$ cat config.mk
export PLATFORM = sky130hd
export DESIGN_NAME = cpu_run_ctrl
export DESIGN_NICKNAME = d
export VERILOG_FILES = /design/src/rtl/cpu_ctrl_pkg.sv /design/src/rtl/cpu_run_ctrl_sat_counter.sv /design/src/rtl/cpu_run_ctrl.sv
export SDC_FILE = /design/constraint.sdc
export NUM_CORES = 1
export LEC_CHECK = 0
export ABC_AREA = 1
export CAP_MARGIN = 20
export CORE_UTILIZATION = 55
export DETAILED_ROUTE_END_ITERATION = 6
export PLACE_DENSITY = 0.95
export SLEW_MARGIN = 20
export SYNTH_ARGS = -nofsm -noshare
export SYNTH_HDL_FRONTEND = slang
export SYNTH_SLANG_ARGS = --single-unit
$ cat constraint.sdc
create_clock -name clk -period 3.66 [get_ports clk]
set_input_delay 0.732 -clock clk [delete_from_list [all_inputs] [get_ports clk]]
set_output_delay 0.732 -clock clk [all_outputs]
set_load 0.02 [all_outputs]
$ cat src/rtl/cpu_ctrl_pkg.sv
// Shared types and constants for the cpu run-control sequencer.
// Holds state and halt-cause encodings plus small state-decoding helpers.
package cpu_ctrl_pkg;

   typedef enum logic [2:0] {
      ST_IDLE  = 3'd0,
      ST_RUN   = 3'd1,
      ST_PAUSE = 3'd2,
      ST_DRAIN = 3'd3,
      ST_DONE  = 3'd4
   } run_state_t;

   typedef enum logic [1:0] {
      CAUSE_NONE  = 2'b00,
      CAUSE_HALT  = 2'b01,
      CAUSE_LIMIT = 2'b10,
      CAUSE_ABORT = 2'b11
   } halt_cause_t;

   localparam logic [5:0]  HALT_OPCODE_DEF = 6'h3F;
   localparam logic [31:0] NOP_INSTR       = 32'h0;

   // Pipeline advances only while executing or draining.
   function automatic logic state_enables(input run_state_t s);
      return (s == ST_RUN) || (s == ST_DRAIN);
   endfunction

   function automatic logic state_busy(input run_state_t s);
      return (s == ST_RUN) || (s == ST_PAUSE) || (s == ST_DRAIN);
   endfunction

endpackage

$ cat src/rtl/cpu_run_ctrl_sat_counter.sv
// Saturating up-counter with synchronous clear; clear wins over enable.
// Holds at all-ones instead of wrapping.
module sat_counter #(
   parameter int W = 32
) (
   input  logic         clk,
   input  logic         arst_n,
   input  logic         en,
   input  logic         clr,
   output logic [W-1:0] count
);

   logic [W-1:0] count_q;
   logic [W-1:0] count_d;

   always_comb begin
      count_d = count_q;
      if (clr) begin
         count_d = '0;
      end else if (en && (count_q != '1)) begin
         count_d = count_q + W'(1);
      end
   end

   always_ff @(posedge clk or negedge arst_n) begin
      if (!arst_n) begin
         count_q <= '0;
      end else begin
         count_q <= count_d;
      end
   end

   assign count = count_q;

endmodule

$ cat src/rtl/cpu_run_ctrl.sv
// Run-control sequencer: starts/halts/drains the pipeline and arbitrates host
// access to the memory ports by freezing the pipeline before granting.
module cpu_run_ctrl
   import cpu_ctrl_pkg::*;
#(
   parameter int         CNT_W        = 32,
   parameter int         DRAIN_CYCLES = 4,
   parameter logic [5:0] HALT_OPCODE  = HALT_OPCODE_DEF
) (
   input  logic             clk,
   input  logic             arst_n,
   input  logic             start,
   input  logic             abort,
   input  logic [CNT_W-1:0] max_cycles,
   input  logic [31:0]      instruction,
   input  logic             ext_req,
   output logic             cpu_enable,
   output logic             fetch_squash,
   output logic             ext_gnt,
   output logic             busy,
   output logic             done,
   output logic [1:0]       halt_cause,
   output logic [CNT_W-1:0] cycle_count,
   output run_state_t       dbg_state
);

   localparam int DCW = (DRAIN_CYCLES > 1) ? $clog2(DRAIN_CYCLES) : 1;
   localparam logic [DCW-1:0] DRAIN_LOAD = DCW'(DRAIN_CYCLES - 1);

   run_state_t       state_q, state_d;
   halt_cause_t      cause_q, cause_d;
   logic [CNT_W-1:0] max_q, max_d;
   logic [DCW-1:0]   drain_q, drain_d;
   logic             ext_gnt_q, ext_gnt_d;

   logic             start_ok;
   logic             halt_seen;
   logic             limit_hit;
   logic [CNT_W-1:0] count;
   logic             unused_instr_lo;

   assign unused_instr_lo = ^instruction[25:0];
   assign halt_seen       = (instruction[31:26] == HALT_OPCODE);
   assign start_ok        = start && !ext_req
                            && ((state_q == ST_IDLE) || (state_q == ST_DONE));
   // Drain begins after exactly max_q RUN cycles; max_q == 0 disables the limit.
   assign limit_hit       = (max_q != '0) && ((count + CNT_W'(1)) == max_q);

   sat_counter #(.W(CNT_W)) u_cycle_cnt (
      .clk    (clk),
      .arst_n (arst_n),
      .en     (cpu_enable),
      .clr    (start_ok),
      .count  (count)
   );

   always_ff @(posedge clk or negedge arst_n) begin
      if (!arst_n) begin
         state_q   <= ST_IDLE;
         cause_q   <= CAUSE_NONE;
         max_q     <= '0;
         drain_q   <= '0;
         ext_gnt_q <= 1'b0;
      end else begin
         state_q   <= state_d;
         cause_q   <= cause_d;
         max_q     <= max_d;
         drain_q   <= drain_d;
         ext_gnt_q <= ext_gnt_d;
      end
   end

   always_comb begin
      state_d = state_q;
      cause_d = cause_q;
      max_d   = max_q;
      drain_d = drain_q;
      unique case (state_q)
         ST_IDLE, ST_DONE: begin
            if (start_ok) begin
               state_d = ST_RUN;
               cause_d = CAUSE_NONE;
               max_d   = max_cycles;
            end
         end
         ST_RUN: begin
            if (abort) begin
               state_d = ST_DONE;
               cause_d = CAUSE_ABORT;
            end else if (halt_seen) begin
               state_d = ST_DRAIN;
               cause_d = CAUSE_HALT;
               drain_d = DRAIN_LOAD;
            end else if (limit_hit) begin
               state_d = ST_DRAIN;
               cause_d = CAUSE_LIMIT;
               drain_d = DRAIN_LOAD;
            end else if (ext_req) begin
               state_d = ST_PAUSE;
            end
         end
         ST_PAUSE: begin
            if (abort) begin
               state_d = ST_DONE;
               cause_d = CAUSE_ABORT;
            end else if (!ext_req) begin
               state_d = ST_RUN;
            end
         end
         ST_DRAIN: begin
            if (abort) begin
               state_d = ST_DONE;
               cause_d = CAUSE_ABORT;
            end else if (drain_q == '0) begin
               state_d = ST_DONE;
            end else begin
               drain_d = drain_q - DCW'(1);
            end
         end
         default: begin
            state_d = ST_IDLE;
         end
      endcase

      // Grant is registered: mirrors ext_req while stopped, forced on while paused.
      if ((state_d == ST_IDLE) || (state_d == ST_DONE)) begin
         ext_gnt_d = ext_req;
      end else begin
         ext_gnt_d = (state_d == ST_PAUSE);
      end
   end

   always_comb begin
      cpu_enable   = state_enables(state_q);
      fetch_squash = (state_q == ST_DRAIN);
      busy         = state_busy(state_q);
      done         = (state_q == ST_DONE);
      ext_gnt      = ext_gnt_q;
      halt_cause   = cause_q;
      cycle_count  = count;
      dbg_state    = state_q;
   end

endmodule

Word level (Yosys, flattened, before mapping)
Index checks and enable logic that the tools add are counted.

word-level totals
  register bits after elaboration = 72
  output and inout bits = 42

operators by class
  multiplexer cells = 25
  reduce and logical (&&, ||, !) cells = 22
  eq/ne operators = 16
  $add $sub $neg = 2

operator list
  operator                                                          number
  32-bit 2-to-1 mux                                                 2
  32-bit by 1-bit adder with 32-bit output (second input constant)  1
  32-bit == test                                                    1
  32-bit inequality test (second input constant)                    1
  32-bit nonzero test                                               1
  3-bit 2-to-1 mux                                                  9
  2-bit 2-to-1 mux                                                  10
  3-bit one-hot mux with 4 select lines                             1
  3-bit by 2-bit == test with 1-bit output (second input constant)  3
  2-bit inequality test (second input constant)                     4
  3-bit == test (second input constant)                             2
  6-bit == test (second input constant)                             1
  3-bit logical NOT                                                 2
  2-bit one-hot mux with 3 select lines                             1
  1-bit logical OR                                                  5
  5-bit AND reduction                                               1
  1-bit logical AND                                                 4
  4-bit inequality test (second input constant)                     1
  2-bit one-hot mux with 2 select lines                             1
  4-bit AND reduction                                               1
  2-bit nonzero test                                                2
  2-bit OR reduction                                                2
  3-bit by 1-bit == test with 1-bit output (second input constant)  1
  3-bit inequality test (second input constant)                     1
  7 further kinds                                                   7

Longest topological paths before layout
  depth after elaboration = 10
  mapped depth = 19
  mapped depth without buffers = 19

By module
Synthesis repeated with hierarchy kept, for this count alone.

second synthesis, totals
  cell total of the unflattened synthesis = 911
  area total of the unflattened synthesis = 5625.4 um^2

by module, submodules not included
  module        cells each  sequential area each (um^2)  area each (um^2)  times used
  cpu_run_ctrl  566         1001.0                       3382.0            1
  sat_counter   345         800.8                        2243.4            1

Least setup slack after synthesis
OpenSTA, ideal clock, no wires.

  path kind = reg2reg
  from = register u_cycle_cnt.count_q[0] (netlist: u_cycle_cnt.count[0])
  to = register drain_q[0]
  data arrival time = 2.161 ns
  required time = 3.538 ns
  path slack = 1.377 ns
  buffers on the path = 0
  stages on the path, launching flop included = 19
  cells stage by stage = dfrtp_1 > ha_1 > nand2_2 > nor2_8 > nand2_8 > nor2_8 > nand2_2 > nand2_2 > nand2_1 > nand2_1 > nand2_1 > nor2_2 > nand2_1 > nor2_2 > nand3_2 > nand3_1 > o21ai_2 > nand2_1 > o21ai_1

between the ends
  word-level cells in the longest chain between the ends = 5

ends and longest elaborated chain
  what                                      RTL line                        source
  start: declaration                        cpu_run_ctrl_sat_counter.sv:13  logic [W-1:0] count_q;
  start signal: assignment                  cpu_run_ctrl_sat_counter.sv:29  count_q <= count_d;
  32-bit by 1-bit adder with 32-bit output  cpu_run_ctrl.sv:47              assign limit_hit = (max_q != '0) && ((count + CNT_W'(1)) == max_q);
  32-bit == test                            cpu_run_ctrl.sv:47
  1-bit logical AND                         cpu_run_ctrl.sv:47
  3-bit inequality test (no line)           -
  5-bit AND reduction (no line)             -
  end signal: assignment                    cpu_run_ctrl.sv:68              drain_q <= drain_d;
  end: declaration                          cpu_run_ctrl.sv:33              logic [DCW-1:0] drain_q, drain_d;

No other way between the ends.
A chain may end at the register's enable or synchronous reset.

Worst setup path after layout
  from = register u_cycle_cnt.count_q[0] (netlist: u_cycle_cnt.count[0])
  to = register u_cycle_cnt.count_q[31] (netlist: u_cycle_cnt.count[31])

between the ends
  word-level cells in the longest chain between the ends = 3

ends and longest elaborated chain
  what                                                                                RTL line                                                        source
  32-bit by 1-bit adder with 32-bit output or 32-bit inequality test (tied branches)  cpu_run_ctrl_sat_counter.sv:21, cpu_run_ctrl_sat_counter.sv:20
  32-bit 2-to-1 mux or 1-bit logical AND (tied branches)                              cpu_run_ctrl_sat_counter.sv:20                                  end else if (en && (count_q != '1)) begin
  32-bit 2-to-1 mux or 2-bit nonzero test (tied branches)                             -

Parallel ways exist; a longest one is shown, timed or not. The select of a mux whose other input is x is not followed.

==> results.md <==
* Crit Reg-Reg Startpoint: u_cycle_cnt.count[0]$_DFFE_PN0P_
* Share of post-route cells with drive strength above 1 at 8.33%
* Main synth FF type: dfrtp_1
* # rows at 33
* Tightest Hold Check Type: primary input to asynchronous set/reset pin
* I/O Buffers at 84
* Hold buffer count at cts at 0
* Final setup viols at 0
* Initial Utilization at 57.4%
* I/O pin total at 111
* Clk_lat worst skew at approximately 0.37 ns
* Number of remaining DRC errors at 0
* Setup slack at placement at 0.906 ns
* F_max at 353 MHz
* R2R cell count at 12
* Peak VDD IR at approximately 230 µV
* Total global routing overflow at 0
* Hold Fails Final Rpt at 0
* Vias per cell at 5.58
* Clock sink total at 72
* Die width at between 90 and 100 µm
* Routed Antenna Nets at 0
* CP Launch Type: register
* EDFF count, synth at 0
* WP data arrival at just over 3 ns
* Final core utilization at 71.7%
* Status: completed
* Unique masters post-synth at 32
* CTS Buffer Depth at 2
* Fin nets at 882
* Post-CTS Setup Inserts at 0
* Slew HR at approximately 60%
* Synthesized instance count at 722
* Multi-input gate area at 0.00261 mm²
* P_leak at 2.78 nW
* Worst setup startpoint: u_cycle_cnt.count[0]$_DFFE_PN0P_
* Slowest stage cell, crit path: dfrtp_1
* PD cells at around 400 mW/mm²
* Total CTS buffers at 9
* CTS Root Cell: clkbuf_8
* Detailed router's first-iteration violation count at 437
* GPL Wtd Cong at a little over 0.9
* Synthesis Warnings at 0
* Final TNS setup at 0 ns
* # fillers at 673
* CTS clock-pin slew for the worst setup and hold paths at 0.09 ns
* CP Data Required Time at just under 4 ns
* FFs w/ async S/R, synth at 100%
* Max-Cap Viols at 0
* Post-Syn Area at approximately 0.0048 mm²
* Final Skew at 0.0164 ns
* Period utilisation layout at 77.4%
* Syn avg cell area at 6.60 µm²
* Cts repair resizes at 0
* Final WL at 13,800 µm
* CP Class: register to register
* CP Cell Sequence: ha_1 -> nand2_2 -> nor2_8 -> nand2_8 -> nor2_8 -> nand4_1 -> nand2_1 -> inv_1 -> nor2_1 -> inv_1 -> buf_4 -> o21ai_0
* Min Clock Period, post-route at 2.83 ns
* Gr usage total at 32.8%
* Crit-path max FO at 25
* Antenna cell count at 0
* Yosys reg bits at 72
* Slew Viols, Final at 0
* DR WL/cell at between 10 and 15 µm
* CP endpoint kind: register
* RSZ-0062 raised after global routing: no
* Worst r2r dst: u_cycle_cnt.count[31]$_DFFE_PN0P_
* First-pass GRT wire length at 22,700 µm
* Net Count, Synth at 793
* Total die area at between 0.009 and 0.01 mm²
* Number of global-route vias before repair at 4,933
* Slowest stage delay, CP at 0.49 ns
* Slew @ Worst Pin at 0.601 ns
* Setup WS post-layout at 0.827 ns
* Die height at 95.1 µm
* DPL Wire Length at approximately 10,000 µm
* TritonCTS clock tree: built
* Via count at 5,143
* P&R area growth vs syn at 24.9%
* 1st-pass router iterations at 5
* Area of the core at 0.00830 mm²
* Initial antenna violation count at 0
* Seq/Total Area, Yosys at 37.8%
* H-tree Lvls at 3
* Register Area at 0.00180 mm²
* Largest net degree at the start of global routing at 41
* Worst R2R Setup Slack at 0.83 ns
[metal layers]
metal	vias up	global-route usage [%]	part of all wire [%]
met5	-	0	0
met4	0	15.7	3.4
met3	50	6.86	8.0
met2	256	53.9	47
met1	2362	41.1	42
li1	2475	-	-
[power by group]
part | internal (mW) | total [mW] | switching, mW
registers | 0.907 | 1.03 | 0.123
logic | 0.264 | 0.639 | 0.375
clock network | 0.371 | 0.685 | 0.315
total | 1.54 | 2.35 | 0.812
[worst max-delay path: cells and delay by family, from the launching register on]
kind	cells	cell delay [ns]
adders and majority gates	1	0.26
buffers and inverters	3	0.69
AOI/OAI and AO/OA	1	0.19
DFF	1	0.49
and+or+nand+nor	7	1.09
[cell type report]
class                   instances  area share (%)
repair buffers                 90            14.8
clock inverters                 4           0.862
multi-input cells             554            43.8
well taps                     105            2.21
flip-flops and latches         72            30.3
inverters                      84            5.30
clock buffers                  12            2.77
[state kept, by name (all words and copies together) (netlist names)]
signal,flops
max_q,32
dbg_state,3
u_cycle_cnt.count,32
drain_q,2
halt_cause,2
ext_gnt,1
[synth_stat cells (2+ instances only)]
| cell | instances | area, µm² |
|---|---|---|
| nand2_1 | 269 | 1010 |
| inv_1 | 80 | 300 |
| nor2_1 | 78 | 293 |
| dfrtp_1 | 72 | 1800 |
| nand3_1 | 66 | 330 |
| o21ai_0 | 34 | 170 |
| o22ai_1 | 18 | 113 |
| nand3b_1 | 17 | 128 |
| nor2_2 | 15 | 93.8 |
| nand2_2 | 13 | 81.3 |
| clkbuf_1 | 10 | 37.5 |
| nand4_1 | 7 | 43.8 |
| nor3_1 | 5 | 25.0 |
| xor2_1 | 5 | 43.8 |
| nor2_4 | 4 | 45.0 |
| o21ai_1 | 4 | 20.0 |
| inv_2 | 3 | 11.3 |
| nand3_2 | 3 | 30.0 |
| nor2_8 | 3 | 60.1 |
| a21oi_1 | 2 | 10.0 |
| and2_1 | 2 | 12.5 |
| ha_1 | 2 | 25.0 |
[per-stage QoR]
step / cell area [µm²] / hold WS, ns / instances / power, mW
2_1_floorplan: 4770 / 0.436 / 722 / 1.40
4_1_cts: 5950 / 0.189 / 921 / 2.35
3_3_place_gp: 5740 / 0.463 / 905 / 1.63
3_5_place_dp: 5740 / 0.479 / 905 / 1.67
5_1_grt: 5950 / 0.189 / 921 / 2.48
6_report: 5950 / 0.184 / 921 / 2.35
[worst max path at each step]
stage / cells after the start / endpoint
global route: 12 / u_cycle_cnt.count[22]$_DFFE_PN0P_
floorplan: 18 / drain_q[0]$_DFFE_PN0P_
global placement: 12 / u_cycle_cnt.count[23]$_DFFE_PN0P_
detailed placement: 12 / u_cycle_cnt.count[13]$_DFFE_PN0P_
finish: 12 / u_cycle_cnt.count[31]$_DFFE_PN0P_
CTS: 12 / u_cycle_cnt.count[13]$_DFFE_PN0P_
[placed cells by master, fill, tap and decap left out, types with 2 or more instances in the layout]
| cell | instances |
|---|---|
| nand2_1 | 269 |
| clkdlybuf4s50_1 | 83 |
| inv_1 | 80 |
| nor2_1 | 78 |
| dfrtp_1 | 72 |
| nand3_1 | 66 |
| o21ai_0 | 34 |
| o22ai_1 | 18 |
| nand3b_1 | 17 |
| nor2_2 | 15 |
| nand2_2 | 13 |
| clkbuf_8 | 12 |
| nand4_1 | 7 |
| buf_4 | 6 |
| xor2_1 | 5 |
| nor2_4 | 4 |
| nor3_1 | 4 |
| o21ai_1 | 4 |
| inv_2 | 3 |
| nor2_8 | 3 |
| nand3_2 | 3 |
| and2_1 | 2 |
| a21oi_1 | 2 |
| ha_1 | 2 |
[logic make-up after synthesis]
kind of cell | count (synthesis) | synth area share [%]
AO/OA/AOI/OAI | 62 | 7.19
XOR/XNOR | 6 | 1.10
adder cells (fa/ha/maj) | 2 | 0.525
AND/OR/NAND/NOR | 484 | 45.8
flip-flops | 72 | 37.8
buffers and inverters | 96 | 7.59
(Power assumes the default switching activity.)
